`src/rtl/fifo_stream_ctrl.sv`:
```
// Flow controller for the 16-in / 24-out watermark FIFO: watermark-driven refill,
// fixed-rate pop pacing, occupancy tracking, underrun re-prime and sticky overflow.
module fifo_stream_ctrl #(
  parameter int WRITE_WORD = 16,
  parameter int READ_WORD  = 24,
  parameter int BUF_SIZE   = 512,
  parameter int RATE_DIV   = 1000,
  parameter int SRC_SLACK  = 4,
  parameter int LVL_W      = $clog2(BUF_SIZE) + 1
) (
  input  logic                  clk,
  input  logic                  reset_n,
  input  logic                  enable,
  output logic                  src_req,
  input  logic                  src_valid,
  input  logic [WRITE_WORD-1:0] src_data,
  output logic                  fifo_we,
  output logic [WRITE_WORD-1:0] fifo_din,
  output logic                  fifo_pop,
  input  logic                  fifo_hw,
  input  logic                  fifo_lw,
  output logic                  sample_valid,
  output logic [LVL_W-1:0]      level,
  output logic [15:0]           underrun_cnt,
  output logic                  overflow,
  output logic [1:0]            state
);

  localparam logic [1:0] ST_IDLE  = 2'd0;
  localparam logic [1:0] ST_PRIME = 2'd1;
  localparam logic [1:0] ST_RUN   = 2'd2;

  localparam int DIV_W = $clog2(RATE_DIV);
  localparam int CW    = LVL_W + 2;

  localparam logic [DIV_W-1:0] DIV_RELOAD  = DIV_W'(RATE_DIV - 1);
  localparam logic [DIV_W-1:0] DIV_ONE     = DIV_W'(1);
  localparam logic [CW-1:0]    CAP_C       = CW'(BUF_SIZE);
  localparam logic [CW-1:0]    WR_C        = CW'(WRITE_WORD);
  localparam logic [CW-1:0]    RD_C        = CW'(READ_WORD);
  localparam logic [CW-1:0]    REQ_LIMIT_C = CW'(BUF_SIZE - SRC_SLACK * WRITE_WORD);
  localparam logic [LVL_W-1:0] WR_L        = LVL_W'(WRITE_WORD);
  localparam logic [LVL_W-1:0] RD_L        = LVL_W'(READ_WORD);
  localparam logic [LVL_W-1:0] LVL_ZERO    = {LVL_W{1'b0}};

  logic [1:0]            state_q, state_d;
  logic [DIV_W-1:0]      div_q, div_d;
  logic [LVL_W-1:0]      level_q, level_d;
  logic                  src_req_q, src_req_d;
  logic                  fifo_we_q, fifo_we_d;
  logic [WRITE_WORD-1:0] fifo_din_q, fifo_din_d;
  logic                  fifo_pop_q, fifo_pop_d;
  logic                  sample_valid_q, sample_valid_d;
  logic [15:0]           underrun_cnt_q, underrun_cnt_d;
  logic                  overflow_q, overflow_d;

  logic [CW-1:0] level_ext_s;
  logic          fits_s;
  logic          pop_slot_s;
  logic          can_pop_s;
  logic          do_pop_s;
  logic          underrun_s;

  assign level_ext_s = {2'b00, level_q};
  assign fits_s      = (level_ext_s + WR_C) <= CAP_C;
  // A disable in the same cycle as a due pop suppresses the pop and the underrun check.
  assign pop_slot_s  = (state_q == ST_RUN) && (div_q == {DIV_W{1'b0}}) && enable;
  assign can_pop_s   = level_ext_s >= RD_C;
  assign do_pop_s    = pop_slot_s && can_pop_s;
  assign underrun_s  = pop_slot_s && !can_pop_s;

  always_ff @(posedge clk or negedge reset_n) begin
    if (!reset_n) begin
      state_q <= ST_IDLE;
    end else begin
      state_q <= state_d;
    end
  end

  always_comb begin
    state_d = state_q;
    case (state_q)
      ST_IDLE: begin
        if (enable) state_d = ST_PRIME;
        else        state_d = ST_IDLE;
      end
      ST_PRIME: begin
        if (!enable)     state_d = ST_IDLE;
        else if (fifo_hw) state_d = ST_RUN;
        else             state_d = ST_PRIME;
      end
      ST_RUN: begin
        if (!enable)        state_d = ST_IDLE;
        else if (underrun_s) state_d = ST_PRIME;
        else                state_d = ST_RUN;
      end
      default: state_d = ST_IDLE;
    endcase
  end

  always_comb begin
    div_d = div_q;
    if ((state_q == ST_PRIME) && (state_d == ST_RUN)) begin
      div_d = DIV_RELOAD;
    end else if (state_q == ST_RUN) begin
      if (div_q == {DIV_W{1'b0}}) div_d = DIV_RELOAD;
      else                        div_d = div_q - DIV_ONE;
    end else begin
      div_d = div_q;
    end

    fifo_pop_d     = do_pop_s;
    sample_valid_d = do_pop_s;
    fifo_we_d      = src_valid && fits_s;
    fifo_din_d     = src_data;
    overflow_d     = overflow_q || (src_valid && !fits_s);

    // Writes count when accepted; pops count in the cycle the pulse is on the port.
    level_d = level_q + (fifo_we_d ? WR_L : LVL_ZERO) - (fifo_pop_q ? RD_L : LVL_ZERO);

    if (underrun_s && (underrun_cnt_q != 16'hFFFF)) underrun_cnt_d = underrun_cnt_q + 16'd1;
    else                                            underrun_cnt_d = underrun_cnt_q;

    if ((state_q == ST_IDLE) || fifo_hw || (level_ext_s > REQ_LIMIT_C)) begin
      src_req_d = 1'b0;
    end else if ((state_q == ST_PRIME) || ((state_q == ST_RUN) && fifo_lw)) begin
      src_req_d = 1'b1;
    end else begin
      src_req_d = src_req_q;
    end
  end

  always_ff @(posedge clk or negedge reset_n) begin
    if (!reset_n) begin
      div_q          <= {DIV_W{1'b0}};
      level_q        <= {LVL_W{1'b0}};
      src_req_q      <= 1'b0;
      fifo_we_q      <= 1'b0;
      fifo_din_q     <= {WRITE_WORD{1'b0}};
      fifo_pop_q     <= 1'b0;
      sample_valid_q <= 1'b0;
      underrun_cnt_q <= 16'd0;
      overflow_q     <= 1'b0;
    end else begin
      div_q          <= div_d;
      level_q        <= level_d;
      src_req_q      <= src_req_d;
      fifo_we_q      <= fifo_we_d;
      fifo_din_q     <= fifo_din_d;
      fifo_pop_q     <= fifo_pop_d;
      sample_valid_q <= sample_valid_d;
      underrun_cnt_q <= underrun_cnt_d;
      overflow_q     <= overflow_d;
    end
  end

  assign state        = state_q;
  assign level        = level_q;
  assign src_req      = src_req_q;
  assign fifo_we      = fifo_we_q;
  assign fifo_din     = fifo_din_q;
  assign fifo_pop     = fifo_pop_q;
  assign sample_valid = sample_valid_q;
  assign underrun_cnt = underrun_cnt_q;
  assign overflow     = overflow_q;

endmodule

```
`config.mk`:
```
export PLATFORM = sky130hd
export DESIGN_NAME = fifo_stream_ctrl
export DESIGN_NICKNAME = d
export VERILOG_FILES = /design/src/rtl/fifo_stream_ctrl.sv
export SDC_FILE = /design/constraint.sdc
export NUM_CORES = 1
export LEC_CHECK = 0
export ABC_CLOCK_PERIOD_IN_PS = 5000
export CAP_MARGIN = 20
export CORE_MARGIN = 2
export CORE_UTILIZATION = 53
export DETAILED_ROUTE_END_ITERATION = 7
export HOLD_SLACK_MARGIN = 0.08
export PLACE_DENSITY_LB_ADDON = 0.2
export SETUP_SLACK_MARGIN = 0.5
export SLEW_MARGIN = 20
export SYNTH_ARGS = -nofsm -noshare
export SYNTH_HDL_FRONTEND = slang
export SYNTH_SLANG_ARGS = --single-unit
```
`constraint.sdc`:
```
create_clock -name clk -period 5 [get_ports clk]
set_input_delay 1 -clock clk [delete_from_list [all_inputs] [get_ports clk]]
set_output_delay 1 -clock clk [all_outputs]
set_load 0.01 [all_outputs]
```
==> results.cfg <==
[outcome]
status = completed

[timing]
rsz0062_at_grt = no
slew_headroom_pct = 39.9
maxSlewViolCount = 0
whs_ns = 0.488
setup_viol = 0
hold_viol = 0
fmax_mhz = 310
finalCritPeriodShare_pct = 64.5
fin_crit_ns = 3.23
worst_pin_slew_ns = 0.895
skew_ns = 0.00942
finalSetupTns_ns = 0

[grt]
grtUsageTotal_pct = 20.5
grt_antenna_before_repair = 0
globalRouteMet1Util_pct = 28.6
grt_pass1_vias = 2002
grt_max_degree = 56
grt-busiest-layer = met2
gr-total-overflow = 0
grt_first_pass_wirelength_um = 9620
gr-usage-met2_pct = 32.5
met3_usage_pct = 4.03

[placement]
portBuffers = 67
dpl.hpwl_um = 4200
dp.cells = 390
gp_congestion = 0.814

[logic_synthesis]
synth.distinct_cells = 43
ys.flop_type = dfrtp_1
syn_area_um2 = 2790
synth_largest_area_cell = dfrtp_1
synth.area.top_cells = dfrtp_1 (49%), ha_1 (9.4%), xnor2_1 (5.0%), inv_1 (3.1%), nand3_1 (2.5%)
synth_area_per_cell_um2 = 10.9
ys_async_sr_fraction_pct = 100
yosysSeqAreaShare_pct = 49.4
ys.warnings.count = 0
synth_most_common_cell = dfrtp_1
synth_top_area_share_pct = 49.4
synthCells = 255
synth_edf_count = 0
synthTopCellsByCount = dfrtp_1 (55), inv_1 (23), ha_1 (21), nand2_1 (18), xnor2_1 (16)
ys_ff_latch = 55

[critical_path]
crit_path_max_incr_delay_ns = 0.55
path_cells = ha_1, xor2_1, nor3_1, o21ai_0, inv_1, nand2_1, fa_1, inv_1, ha_1, a21o_1, a21oi_1, o21ai_0, a21oi_1, xor2_1
worstSetupStartpointType = flip-flop
crit_path_start = level[5]$_DFF_PN0_
crit_buf_inv = 2
cp_slowest_cell = fa_1
path_max_fanout = 8
critical-path-top-delay-family = adder cells
endpoint_kind = flip-flop
required_ns = 5.24
arrival_ns = 3.46
crit_type = reg -> reg
reg2reg_from = level[5]$_DFF_PN0_

[finish]
multi_input_area_um2 = 1290
seq_area_um2 = 1380
layout.nets = 372
num_antenna_cells = 0
drive_gt1_share_pct = 6.71
area_growth_pct = 29.2
nFillCells = 405
stdcell_count = 398

[cts]
htreeDepth = 2
post_cts_buffers = 0
clk_latency_ns = 0.31
clk_pin_slew_ns = 0.10
cts_made_buffers = 5
clockRootBuffer = clkbuf_8
cts_tree = yes
clock_sinks = 55
ctsHoldBuffers = 0
cts_resized = 0
clock_path_buffers = 2

[route]
route.vias.total = 2087
finalWirelength_um = 5760
wl_per_cell_um = 14.5
ant_nets = 0
drc = 0
viasPerCell = 5.24
drt_first_pass_iters = 4
drt_iter0_markers = 148

[pwr]
p_int_mw = 0.604
p_sw_share_pct = 25.2
combPwrFrac_pct = 10.9
p_clk_share_pct = 29.5
p_switching_mw = 0.203
powerDensity_nw_per_um2 = 224
power_frac_seq_pct = 59.6
ir_worst_vdd_v = 0.000127
leakage_nw = 1.58

[die]
die_y_um = 76.5
die-area_um2 = 5850
initial_utilization_pct = 54.9
ios = 71
core_um2 = 5070
die_x_um = 76.5
row_count = 26

[hold_path]
min_from = overflow$_DFF_PN0_
hp-class = reg -> reg

[run]
drv_cap = 0
==> power groups by stage <==
stage | Sequential, mW | Clock (mW) | Combinational [mW]
after floorplan | 0.489 | 0 | 0.0359
after global placement | 0.488 | 0 | 0.0854
after detailed placement | 0.488 | 0 | 0.0884
after CTS | 0.480 | 0.244 | 0.0889
after global routing | 0.483 | 0.262 | 0.0978
final | 0.481 | 0.238 | 0.0875
==> registers in the layout (all words and copies together), names as in the netlist <==
signal        cells
fifo_we           1
level             7
fifo_din         16
underrun_cnt     16
div_q            10
src_req           1
overflow          1
state             2
sample_valid      1
==> worst paths after layout <==
| kind | slack (ns) | depth (start not counted) | end |
|---|---|---|---|
| max | 1.77 | 14 | level[8]$_DFF_PN0_ |
| min | 0.49 | 1 | overflow$_DFF_PN0_ |
| max reg2reg | 1.77 | 14 | level[8]$_DFF_PN0_ |
| min reg2reg | 0.49 | 1 | overflow$_DFF_PN0_ |
| max in group asynchronous | 3.74 | 2 | fifo_we$_DFF_PN0_ |
| min in group asynchronous | 0.82 | 2 | fifo_din[9]$_DFF_PN0_ |
==> metal layers <==
layer	share of wire, %	routed length (µm)
met3	4.7	269
met1	48	2770
met5	0	0
met2	46	2660
met4	1.2	68
==> logic make-up (layout without fill, tap and decap cells) <==
logic type / after synthesis / count (layout) / synth area share [%]
XOR/XNOR: 24 / 24 / 7.55
other: 1 / 3 / 0.135
AO/OA/AOI/OAI: 35 / 35 / 7.55
adder cells (fa/ha/maj): 23 / 23 / 10.9
flip-flops: 55 / 55 / 49.4
buffers and inverters: 28 / 99 / 4.58
multiplexers: 3 / 3 / 1.30
AND/OR/NAND/NOR: 86 / 86 / 18.6
==> area by class of cell <==
class,count,area share [%]
timing repair buffer,68,18.7
inverter,23,2.40
sequential,55,38.3
tap,70,2.43
clock inverter,2,0.348
multi-input combinational,174,35.8
clock buffer,6,2.02
==> per-stage QoR <==
step | utilization, % | instance area (µm²) | power, mW | setup WS, ns
floorplan | - | 2790 | 0.525 | 2.10
global placement | 69.2 | 3510 | 0.573 | 1.68
detailed placement | 69.2 | 3510 | 0.577 | 1.62
CTS | 70.9 | 3600 | 0.813 | 1.79
global route | 70.9 | 3600 | 0.843 | 1.56
finish | 70.9 | 3600 | 0.806 | 1.77
==> placed cells by master, fill, tap and decap left out, types with 9 or more instances in the layout <==
cell type and count:
nor2_1 9, nand3_1 14, xnor2_1 16, ha_1 21
o21ai_0 9, dfrtp_1 55, inv_1 23, a21oi_1 13
clkdlybuf4s50_1 66, nand2_1 18
Note: power is estimated with default switching activity, not from simulation.
